<file path="src/rtl/csa_stream_accumulator_if.sv">
// csa_stream_accumulator_if: operand stream in, carry-save result pair out (out_total with CSA_STREAM_ACCUMULATOR_FINAL_ADD_EN)
interface csa_stream_accumulator_if #(
   parameter int WIDTH     = 16,
   parameter int ACC_WIDTH = 24,
   parameter int CNT_WIDTH = 8
);
   logic                 in_valid;
   logic                 in_ready;
   logic [WIDTH-1:0]     in_data;
   logic                 in_last;
   logic                 out_valid;
   logic                 out_ready;
   logic [ACC_WIDTH-1:0] out_sum;
   logic [ACC_WIDTH-1:0] out_carry;
   logic [CNT_WIDTH-1:0] out_count;
`ifdef CSA_STREAM_ACCUMULATOR_FINAL_ADD_EN
   logic [ACC_WIDTH-1:0] out_total;
   modport master (output in_valid, in_data, in_last, out_ready,
                   input in_ready, out_valid, out_sum, out_carry, out_count, out_total);
   modport slave  (input in_valid, in_data, in_last, out_ready,
                   output in_ready, out_valid, out_sum, out_carry, out_count, out_total);
`else
   modport master (output in_valid, in_data, in_last, out_ready,
                   input in_ready, out_valid, out_sum, out_carry, out_count);
   modport slave  (input in_valid, in_data, in_last, out_ready,
                   output in_ready, out_valid, out_sum, out_carry, out_count);
`endif
endinterface

</file>
<file path="src/rtl/csa_stream_accumulator.sv">
// csa_stream_accumulator: carry-save multi-operand group accumulator; CSA_STREAM_ACCUMULATOR_FINAL_ADD_EN adds a registered final sum
`ifdef CSA_STREAM_ACCUMULATOR_FINAL_ADD_EN
module csa_stream_accumulator_cpa #(
   parameter int W = 24
) (
   input  logic [W-1:0] a,
   input  logic [W-1:0] b,
   output logic [W-1:0] s
);
   assign s = a + b;
endmodule
`endif

module csa_stream_accumulator #(
   parameter int WIDTH     = 16,
   parameter int ACC_WIDTH = 24,
   parameter int CNT_WIDTH = 8
) (
   input logic                    clk,
   input logic                    rst_n,
   csa_stream_accumulator_if.slave bus
);
`ifdef CSA_STREAM_ACCUMULATOR_FINAL_ADD_EN
   typedef enum logic [1:0] {ACCUM, FINAL, HOLD} state_t;
`else
   typedef enum logic {ACCUM, HOLD} state_t;
`endif
   state_t               state_q, state_d;
   logic [ACC_WIDTH-1:0] s_q, s_d, c_q, c_d, x;
   logic [CNT_WIDTH-1:0] cnt_q, cnt_d;
   logic                 live_q, live_d, accept;
   assign x             = ACC_WIDTH'(bus.in_data);
   assign bus.in_ready  = live_q && state_q == ACCUM;
   assign accept        = bus.in_valid && bus.in_ready;
   assign bus.out_valid = state_q == HOLD;
   assign bus.out_sum   = s_q;
   assign bus.out_carry = c_q;
   assign bus.out_count = cnt_q;
`ifdef CSA_STREAM_ACCUMULATOR_FINAL_ADD_EN
   logic [ACC_WIDTH-1:0] tot_q, tot_d, sum_w;
   csa_stream_accumulator_cpa #(.W(ACC_WIDTH)) u_cpa (.a(s_q), .b(c_q), .s(sum_w));
   assign bus.out_total = tot_q;
`endif
   // next state: one 3:2 compressor row per accepted beat, cleared on result handshake
   always_comb begin
      state_d = state_q;
      s_d     = s_q;
      c_d     = c_q;
      cnt_d   = cnt_q;
      live_d  = 1'b1;
`ifdef CSA_STREAM_ACCUMULATOR_FINAL_ADD_EN
      tot_d   = tot_q;
`endif
      case (state_q)
         ACCUM: if (accept) begin
            s_d   = s_q ^ c_q ^ x;
            c_d   = ((s_q & c_q) | (s_q & x) | (c_q & x)) << 1;
            cnt_d = &cnt_q ? cnt_q : cnt_q + 1'b1;
`ifdef CSA_STREAM_ACCUMULATOR_FINAL_ADD_EN
            state_d = bus.in_last ? FINAL : ACCUM;
`else
            state_d = bus.in_last ? HOLD : ACCUM;
`endif
         end
`ifdef CSA_STREAM_ACCUMULATOR_FINAL_ADD_EN
         FINAL: begin
            tot_d   = sum_w;
            state_d = HOLD;
         end
`endif
         HOLD: if (bus.out_ready) begin
            s_d     = '0;
            c_d     = '0;
            cnt_d   = '0;
            state_d = ACCUM;
         end
         default: state_d = ACCUM;
      endcase
   end
   // state registers; live_q holds in_ready low until the first edge after reset
   always_ff @(posedge clk or negedge rst_n) begin
      if (!rst_n) begin
         state_q <= ACCUM;
         s_q     <= '0;
         c_q     <= '0;
         cnt_q   <= '0;
         live_q  <= 1'b0;
`ifdef CSA_STREAM_ACCUMULATOR_FINAL_ADD_EN
         tot_q   <= '0;
`endif
      end else begin
         state_q <= state_d;
         s_q     <= s_d;
         c_q     <= c_d;
         cnt_q   <= cnt_d;
         live_q  <= live_d;
`ifdef CSA_STREAM_ACCUMULATOR_FINAL_ADD_EN
         tot_q   <= tot_d;
`endif
      end
   end
endmodule

</file>
<file path="src/flat_wrapper.sv">
// flat-port wrapper written by rule: the top's interface ports become plain ports
module csa_stream_accumulator_flat 
#(
   parameter int WIDTH     = 16,
   parameter int ACC_WIDTH = 24,
   parameter int CNT_WIDTH = 8
)
  (clk, rst_n, bus_in_valid, bus_in_data, bus_in_last, bus_out_ready, bus_in_ready, bus_out_valid, bus_out_sum, bus_out_carry, bus_out_count);
  csa_stream_accumulator_if #(.WIDTH(WIDTH), .ACC_WIDTH(ACC_WIDTH), .CNT_WIDTH(CNT_WIDTH)) bus_i ();
  input logic clk;
  input logic rst_n;
  input wire logic [$bits(bus_i.in_valid)-1:0] bus_in_valid;
  input wire logic [$bits(bus_i.in_data)-1:0] bus_in_data;
  input wire logic [$bits(bus_i.in_last)-1:0] bus_in_last;
  input wire logic [$bits(bus_i.out_ready)-1:0] bus_out_ready;
  output wire logic [$bits(bus_i.in_ready)-1:0] bus_in_ready;
  output wire logic [$bits(bus_i.out_valid)-1:0] bus_out_valid;
  output wire logic [$bits(bus_i.out_sum)-1:0] bus_out_sum;
  output wire logic [$bits(bus_i.out_carry)-1:0] bus_out_carry;
  output wire logic [$bits(bus_i.out_count)-1:0] bus_out_count;
  assign bus_i.in_valid = bus_in_valid;
  assign bus_i.in_data = bus_in_data;
  assign bus_i.in_last = bus_in_last;
  assign bus_i.out_ready = bus_out_ready;
  assign bus_in_ready = bus_i.in_ready;
  assign bus_out_valid = bus_i.out_valid;
  assign bus_out_sum = bus_i.out_sum;
  assign bus_out_carry = bus_i.out_carry;
  assign bus_out_count = bus_i.out_count;
  csa_stream_accumulator #(.WIDTH(WIDTH), .ACC_WIDTH(ACC_WIDTH), .CNT_WIDTH(CNT_WIDTH)) u_core (.clk(clk), .rst_n(rst_n), .bus(bus_i));
endmodule
</file>
<file path="config.mk">
export PLATFORM = sky130hd
export DESIGN_NAME = csa_stream_accumulator_flat
export DESIGN_NICKNAME = d
export VERILOG_FILES = /design/src/rtl/csa_stream_accumulator_if.sv /design/src/rtl/csa_stream_accumulator.sv /design/src/flat_wrapper.sv
export SDC_FILE = /design/constraint.sdc
export NUM_CORES = 1
export LEC_CHECK = 0
export CORE_MARGIN = 5
export CORE_UTILIZATION = 48
export DETAILED_ROUTE_END_ITERATION = 8
export PLACE_DENSITY = 0.8
export SYNTH_ARGS = -nofsm -noshare
export SYNTH_HDL_FRONTEND = slang
export SYNTH_SLANG_ARGS = --single-unit
</file>
<file path="constraint.sdc">
create_clock -name clk -period 1.8 [get_ports clk]
set_clock_uncertainty 0.05 [all_clocks]
set_input_delay 0.36 -clock clk [delete_from_list [all_inputs] [get_ports clk]]
set_output_delay 0.36 -clock clk [all_outputs]
set_load 0.1 [all_outputs]
</file>
* After elaboration in Yosys (flattened, before gate mapping)
Cells that the tools add are included.
Word-level totals: register bits 58, bits in latches 0, memory bits (writable) 0, memory bits (read-only) 0, bits of input ports 21, output and inout bits 58, word-level logic and storage cells 35, memories kept 0
Cells by class: $add $sub $neg 1, multiply operators 0, div/mod/pow operators 0, order comparisons 0, eq/ne operators 3, shift-type cells 0, mux-type cells 13, bitwise operators 8, reductions and logical operators 5
Operator list (number):
- 24-bit case mux with 2 select lines | 2
- 24-bit 2-to-1 mux | 3
- 23-bit by 16-bit AND with 23-bit output | 2
- 23-bit OR | 2
- 8-bit 2-to-1 mux | 3
- 24-bit by 16-bit XOR with 24-bit output | 1
- 24-bit XOR | 1
- 23-bit AND | 1
- 8-bit case mux with 2 select lines | 1
- 8-bit by 1-bit adder with 8-bit output, second input constant | 1
- 8-bit AND reduction | 1
- 2-bit != test, second input constant | 2
- 1-bit 2-to-1 mux | 3
- 3-bit AND reduction | 1
- 1-bit logical AND | 2
- 2-bit by 1-bit != test with 1-bit output, second input constant | 1
- 1-bit case mux with 2 select lines | 1
- 2-bit AND reduction | 1
- 1-bit NOT | 1

* Longest topological paths before layout
Gate-level depths: netlist of the first run.
depth after elaboration 5, depth in mapped cells 7

* Worst setup path after synthesis of the first run
OpenSTA, ideal clock, no wires.
path kind register -> output, start point register u_core.state_q, in the netlist u_core.bus.out_valid, end point output port bus_in_ready, arrival 2357 ps, required time 1390 ps, path slack -967 ps, cell stages (with the launch flop) 3, cells stage by stage dfrtp_1 > buf_6 > nor2b_1
Between the ends: word-level cells in the longest chain between the ends 2
Ends and longest elaborated chain:
- start, declared | RTL line csa_stream_accumulator.sv:28 | state_t state_q, state_d;
- start signal, assigned | RTL line csa_stream_accumulator.sv:92 | state_q <= state_d;
- 1-bit NOT
- 1-bit logical AND | RTL line csa_stream_accumulator.sv:33 | assign bus.in_ready = live_q && state_q == ACCUM;
- end, declared | RTL line flat_wrapper.sv:16 | output wire logic [$bits(bus_i.in_ready)-1:0] bus_in_ready;
No other way between the ends.

* Final worst setup path of the first run
start point register u_core.cnt_q[0], in the netlist u_core.bus.out_count[0], end point register u_core.cnt_q[2], in the netlist u_core.bus.out_count[2]
Between the ends: word-level cells in the longest chain between the ends 4, elaborated cells on any way between the ends 7
Ends and longest elaborated chain:
- start, declared | RTL line csa_stream_accumulator.sv:30 | logic [CNT_WIDTH-1:0] cnt_q, cnt_d;
- start signal, assigned | RTL line csa_stream_accumulator.sv:95 | cnt_q <= cnt_d;
- 8-bit by 1-bit adder with 8-bit output | RTL line csa_stream_accumulator.sv:58 | cnt_d = &cnt_q ? cnt_q : cnt_q + 1'b1;
- 8-bit 2-to-1 mux | RTL line csa_stream_accumulator.sv:58
- 8-bit 2-to-1 mux | RTL line csa_stream_accumulator.sv:55 | ACCUM: if (accept) begin
- 8-bit case mux with 2 select lines | RTL line csa_stream_accumulator.sv:54 | case (state_q)
Parallel ways exist; a longest one is shown, timed or not. The select of a mux whose other input is x is not followed. A chain may end at the register's enable or synchronous reset.

==> impl_metrics.ini, run 1 <==
[logic_synthesis]
yosys_warnings = 0
synth_cell_type_count = 31
syn-cell-area_sq_mm = 0.00280
synth_nets = 331
ys_seq_elements = 57
ys_seq_area_share_pct = 50.9
netlist_instances = 286
synth_area_per_cell_sq_um = 9.80

[worst_setup_path]
cp_data_arrival_time_ns = 1.87
setup.worst_path.class = reg -> reg
path_max_fanout = 8
startpoint_type = register
slowest_stage = dfrtp_4
crit_chain = ha_1 -> nand4_1 -> o21ai_4 -> buf_4 -> o2bb2ai_1 -> a21o_1
cp_data_required_time_ns = 1.97
crit_family = flip-flops
cp-end-kind = register
cp_slowest_stage_delay_ns = 0.53
critPathBufInv = 1

[routing]
wl_met3_microns = 447
drc_errors = 0
drt_iter0_drc = 117
wl_met1_mm = 2.99
ant_nets = 0
num_vias = 2403
wl_per_cell_microns = 18.4
wl_met2_mm = 4.43
dr.max_layer_used = met4
routed_wl_mm = 8.17
drt-pass1-iter-count = 4
viasPerCell = 5.42

[placement]
dp_hpwl_mm = 5.18
place_ws_ns = -0.00401
dp.cells = 426
gp_congestion = 0.793
io_buffers = 77

[cts]
clock_tree.root_cell = clkbuf_8
clkSlewWorstSetupHoldPaths_ns = 0.06
cts_buffer_depth = 2
cts.repair.resized = 0
cts.sinks = 57
cts_max_level = 3
insertion_delay_ns = 0.34
cts_tree = built
cts_setup_buffers = 0
numCtsBuffers = 9

[sta]
final.setup.tns_ns = 0
fin_crit_sh_pct = 94.5
period_minus_slack_ns = 1.70
max_freq_ghz = 0.588
hold_violations = 0
rsz0062_at_grt = false
drv_slew = 0
fin_ws_ns = 0.0990
setup_viol = 0

[global_route]
gr-total-overflow = 0
antenna_found_initial = 0
grt_util_all_layers_pct = 23.3
grt_pass1_vias = 2605
grt_max_degree = 58
grt_pass1_wl_mm = 13.2

[floorplanning]
ios = 79
die-area_sq_mm = 0.00747
coreArea_sq_mm = 0.00561
die_y_microns = 86.4
start_util_pct = 50.0
fp.dieW_microns = 86.4
row_count = 27

[pwr]
leakage_nw = 2.22
ir_drop_mv = 1.42
powerDensity_mw_per_mm2 = 1840

[final_layout]
diodes = 0
drive_gt1_share_pct = 25.9
final_nets = 411
syn_to_final_growth_pct = 61.8
layoutNonFillerInstCount = 443

[flow_run]
maxCapViolCount = 0

[status]
status = completed

[worst_hold_path]
hp-class = in -> async
==> layout make-up <==
type	count	area (sq um)
sequential	57	1450
timing repair buffer	87	1440
multi-input combinational	207	1290
fill	331	1070
clock buffer	12	165
clock inverter	4	97.6
tap	72	90.1
inverter	4	15.0
==> worst min-delay path: stages <==
cell and delay (ns):
dlygate4sd3_1 0.52, buf_2 0.12, buf_12 0.27
==> through the flow <==
step | area (sq um) | util [%] | hold slack (ns) | total power [mW]
finish | 4540 | 80.9 | 0.495 | 8.35
global route | 4540 | 80.9 | 0.540 | 8.63
CTS | 4540 | 80.9 | 0.507 | 8.40
detailed placement | 4270 | 76.1 | 0.334 | 6.75
global placement | 4270 | 76.1 | 0.333 | 6.60
floorplan | 2830 | - | 0.0144 | 4.84
==> routing by layer <==
metal / vias to the layer above / global-route usage (%)
met4: 0 / 11.8
met2: 80 / 40.8
met3: 24 / 6.18
met1: 1197 / 25.9
li1: 1102 / -
met5: - / 0
==> cell families after synthesis <==
| family | count (synthesis) | share of synthesized area (%) |
|---|---|---|
| simple gates | 163 | 25.4 |
| flops | 57 | 50.9 |
| fa+ha+maj | 24 | 14.7 |
| buf+inv | 22 | 3.66 |
| compound gates | 14 | 3.70 |
| other cells | 2 | 0.268 |
| xor+xnor | 2 | 0.625 |
| mux | 2 | 0.714 |
==> power by group <==
group / switching, mW / internal [mW] / leakage [nW] / total (mW)
clock: 0.528 / 1.03 / 0.129 / 1.56
combinational: 3.00 / 1.59 / 1.35 / 4.59
sequential: 0.590 / 1.61 / 0.742 / 2.20
==> state kept, by name, indices dropped and copies added, names as in the netlist <==
signal / cells
u_core.bus.out_valid: 1
u_core.bus.out_carry: 23
u_core.live_q: 1
u_core.bus.out_sum: 24
u_core.bus.out_count: 8
==> worst paths after layout <==
kind                                         start                      end  slack, ns  cells after the start
setup / recovery           u_core.bus.out_count[0]  u_core.bus.out_count[2]        0.1                      6
hold / removal                               rst_n  u_core.bus.out_count[4]       0.49                      3
setup reg to reg           u_core.bus.out_count[0]  u_core.bus.out_count[2]        0.1                      6
hold reg to reg            u_core.bus.out_count[7]  u_core.bus.out_count[7]       0.54                      1
max in group asynchronous                    rst_n     u_core.bus.out_valid       0.91                      3
min in group clk           u_core.bus.out_count[7]  u_core.bus.out_count[7]       0.54                      1
==> timing repair <==
| item | in CTS | in global routing |
|---|---|---|
| hold endpoints to repair | 57 | 0 |
| hold buffers | 1 | 0 |
| setup endpoints to repair | 0 | 0 |
==> synthesized netlist by cell type <==
cell	n	share of area [%]
nand2_1	96	13
fa_1	15	11
mux2i_1	2	0.71
or3_1	1	0.22
xor2_1	2	0.62
o211ai_1	1	0.27
buf_6	1	0.40
clkbuf_1	9	1.2
a21oi_1	2	0.36
o21ai_4	1	0.58
buf_4	2	0.54
and3_1	1	0.22
ha_1	9	4.0
a21o_1	2	0.54
buf_2	4	0.71
dfrtp_1	57	51
and3b_1	1	0.31
conb_1	2	0.27
nor3b_1	1	0.27
inv_1	4	0.54
o21ai_0	4	0.71
nand3b_1	1	0.27
nor2b_1	1	0.22
nor3_1	1	0.18
nand4_1	2	0.45
nand3_1	53	9.5
nor2_1	2	0.27
and2_1	2	0.45
or4_1	1	0.27
o2bb2ai_1	4	1.2
buf_1	2	0.27
==> layout by cell type, fill, tap and decap left out, types with 2 or more instances in the layout <==
master | Yosys | layout
buf_4 | 2 | 7
dfrtp_2 | 0 | 6
a21o_1 | 2 | 2
ha_1 | 9 | 9
fa_1 | 15 | 15
nand3_1 | 53 | 53
dfrtp_4 | 0 | 3
nor2_1 | 2 | 2
xor2_1 | 2 | 2
buf_12 | 0 | 59
inv_1 | 4 | 4
and2_1 | 2 | 2
conb_1 | 2 | 2
dfrtp_1 | 57 | 48
a21oi_1 | 2 | 2
nand2_1 | 96 | 95
nand4_1 | 2 | 2
clkdlybuf4s50_1 | 0 | 19
o2bb2ai_1 | 4 | 4
o21ai_0 | 4 | 4
clkbuf_8 | 0 | 12
bufinv_16 | 0 | 3
mux2i_1 | 2 | 2
No activity file was read; power rests on OpenSTA's default activity.
==> inputs of run 2 (changes only) <==
--- a/config.mk
+++ b/config.mk
@@ -7,6 +7,7 @@
 export LEC_CHECK = 0
 export CORE_MARGIN = 5
 export CORE_UTILIZATION = 48
+export CTS_BUF_LIST = sky130_fd_sc_hd__clkbuf_8 sky130_fd_sc_hd__clkbuf_16
 export DETAILED_ROUTE_END_ITERATION = 8
 export PLACE_DENSITY = 0.8
 export SYNTH_ARGS = -nofsm -noshare
==> results of run 2 <==
No change in the layout: final DEF, timing and power equal those of run 1.
==> inputs of run 3 (changes only) <==
--- a/config.mk
+++ b/config.mk
@@ -6,10 +6,10 @@
 export NUM_CORES = 1
 export LEC_CHECK = 0
 export CORE_MARGIN = 5
-export CORE_UTILIZATION = 48
+export CORE_UTILIZATION = 30
 export CTS_BUF_LIST = sky130_fd_sc_hd__clkbuf_8 sky130_fd_sc_hd__clkbuf_16
 export DETAILED_ROUTE_END_ITERATION = 8
-export PLACE_DENSITY = 0.8
+export PLACE_DENSITY = 0.5
 export SYNTH_ARGS = -nofsm -noshare
 export SYNTH_HDL_FRONTEND = slang
 export SYNTH_SLANG_ARGS = --single-unit
==> run 3 against run 2 <==
Die area increased by 52%. Register-to-register slack about the same. Via count decreased by 7.6%. Cell area increased by 0.50%. Setup slack improved by 0.010 ns. Sequential power decreased by 2%. Critical path depth decreased by 1. First-iteration DRC count decreased by 28%. Core utilization decreased by 31 points.
==> impl_metrics.ini, run 3 (synthesized netlist as in run 1, its figures left out) <==
[floorplanning]
die_y_microns = 107
row_count = 35
coreArea_sq_mm = 0.00920
die-area_sq_mm = 0.0114
fp.dieW_microns = 107
ios = 79
start_util_pct = 30.5

[worst_setup_path]
cp_data_arrival_time_ns = 1.88
slowest_stage = dfrtp_4
crit_chain = ha_1 -> nand4_1 -> o21ai_4 -> or4_1 -> o211ai_1
setup.worst_path.class = reg -> reg
cp_slowest_stage_delay_ns = 0.52
crit_family = simple AND/OR/NAND/NOR gates
critPathBufInv = 0
cp-end-kind = register
cp_data_required_time_ns = 1.98
startpoint_type = register
path_max_fanout = 8

[final_layout]
final_cell_mix = nand2_1 (95), buf_12 (59), nand3_1 (53)
final_nets = 412
seqCellArea_sq_mm = 0.00145
n_fill_cell = 849
drive_gt1_share_pct = 25.6
multi_input_area_sq_mm = 0.00129
diodes = 0
largest_reg_flops = 24
fin_util_pct = 49.6
layoutNonFillerInstCount = 482
syn_to_final_growth_pct = 62.7
final_common_cell = nand2_1

[pwr]
ir_drop_mv = 0.956
leakage_nw = 2.22
finalPower_mw = 7.99
powerDensity_mw_per_mm2 = 1750

[routing]
wl_met2_mm = 3.52
drt_iter0_drc = 84
dr.max_layer_used = met4
routed_wl_mm = 6.81
num_vias = 2221
wl_per_cell_microns = 14.1
wl_met1_mm = 2.88
drt-pass1-iter-count = 4
ant_nets = 0
viasPerCell = 4.61
wl_met3_microns = 319
drc_errors = 0

[global_route]
antenna_found_initial = 0
grt_pass1_vias = 2370
grt_max_degree = 58
gr-total-overflow = 0
grt_pass1_wl_mm = 11.9
grt_util_all_layers_pct = 13.2

[cts]
clkSlewWorstSetupHoldPaths_ns = 0.06
clock_tree.root_cell = clkbuf_8
insertion_delay_ns = 0.33
numCtsBuffers = 9
cts_tree = built
cts_max_level = 3
cts.repair.resized = 0
cts.sinks = 57
cts_setup_buffers = 0
cts_buffer_depth = 2

[sta]
hold_violations = 0
setup_viol = 0
rsz0062_at_grt = false
period_minus_slack_ns = 1.69
fin_ws_ns = 0.109
fin_crit_sh_pct = 93.9
whs_ns = 0.532
max_freq_ghz = 0.592
drv_slew = 0

[flow_run]
maxCapViolCount = 0

[status]
status = completed

[placement]
dp_hpwl_mm = 4.77
dp.cells = 466
gp_congestion = 0.774
place_ws_ns = -0.0234
io_buffers = 77

[worst_hold_path]
hp-class = in -> async
## run 3: worst min-delay path, cell delays in order
cell           delay [ns]
dlygate4sd3_1        0.53
buf_2                0.13
buf_12               0.28
## run 3: cell type report
cell class / instances / area share, %
Timing Repair Buffer: 88 / 31.7
Sequential cell: 57 / 31.7
Multi-Input combinational cell: 207 / 28.2
Clock buffer: 12 / 3.62
Tap cell: 111 / 3.05
Clock inverter: 3 / 1.40
Inverter: 4 / 0.329
## run 3: what timing repair did
action / in CTS / in global routing
hold buffers: 1 / 0
setup endpoints to repair: 0 / 0
hold endpoints to repair: 57 / 0
## run 3: path summary, 6_finish.rpt
| check | startpoint | to | slack, ns | cells after the start |
|---|---|---|---|---|
| hold reg to reg | u_core.bus.out_count[7] | u_core.bus.out_count[7] | 0.53 | 1 |
| min in group clk | u_core.bus.out_count[7] | u_core.bus.out_count[7] | 0.53 | 1 |
| hold / removal | rst_n | u_core.bus.out_count[4] | 0.53 | 3 |
| setup / recovery | u_core.bus.out_count[1] | u_core.bus.out_count[5] | 0.11 | 5 |
| max in group asynchronous | rst_n | u_core.bus.out_valid | 0.89 | 3 |
| setup reg to reg | u_core.bus.out_count[1] | u_core.bus.out_count[5] | 0.11 | 5 |
## run 3: where the power goes
group | switching, mW | total (mW) | internal, mW
Clock | 0.485 | 1.37 | 0.881
Combinational | 2.91 | 4.48 | 1.57
Sequential | 0.536 | 2.15 | 1.61
## run 3: per-layer routing
layer,vias up,track usage (%)
met4,0,3.56
met5,-,0
met3,5,4.09
met2,47,22.3
met1,1072,16.2
li1,1097,-
## run 3: through the flow
stage                     instance area, sq um  TNS, ns
final                                     4560        0
after global routing                      4560        0
after CTS                                 4560        0
after detailed placement                  4320  -0.0234
after global placement                    4320        0
after floorplan                           2830        0
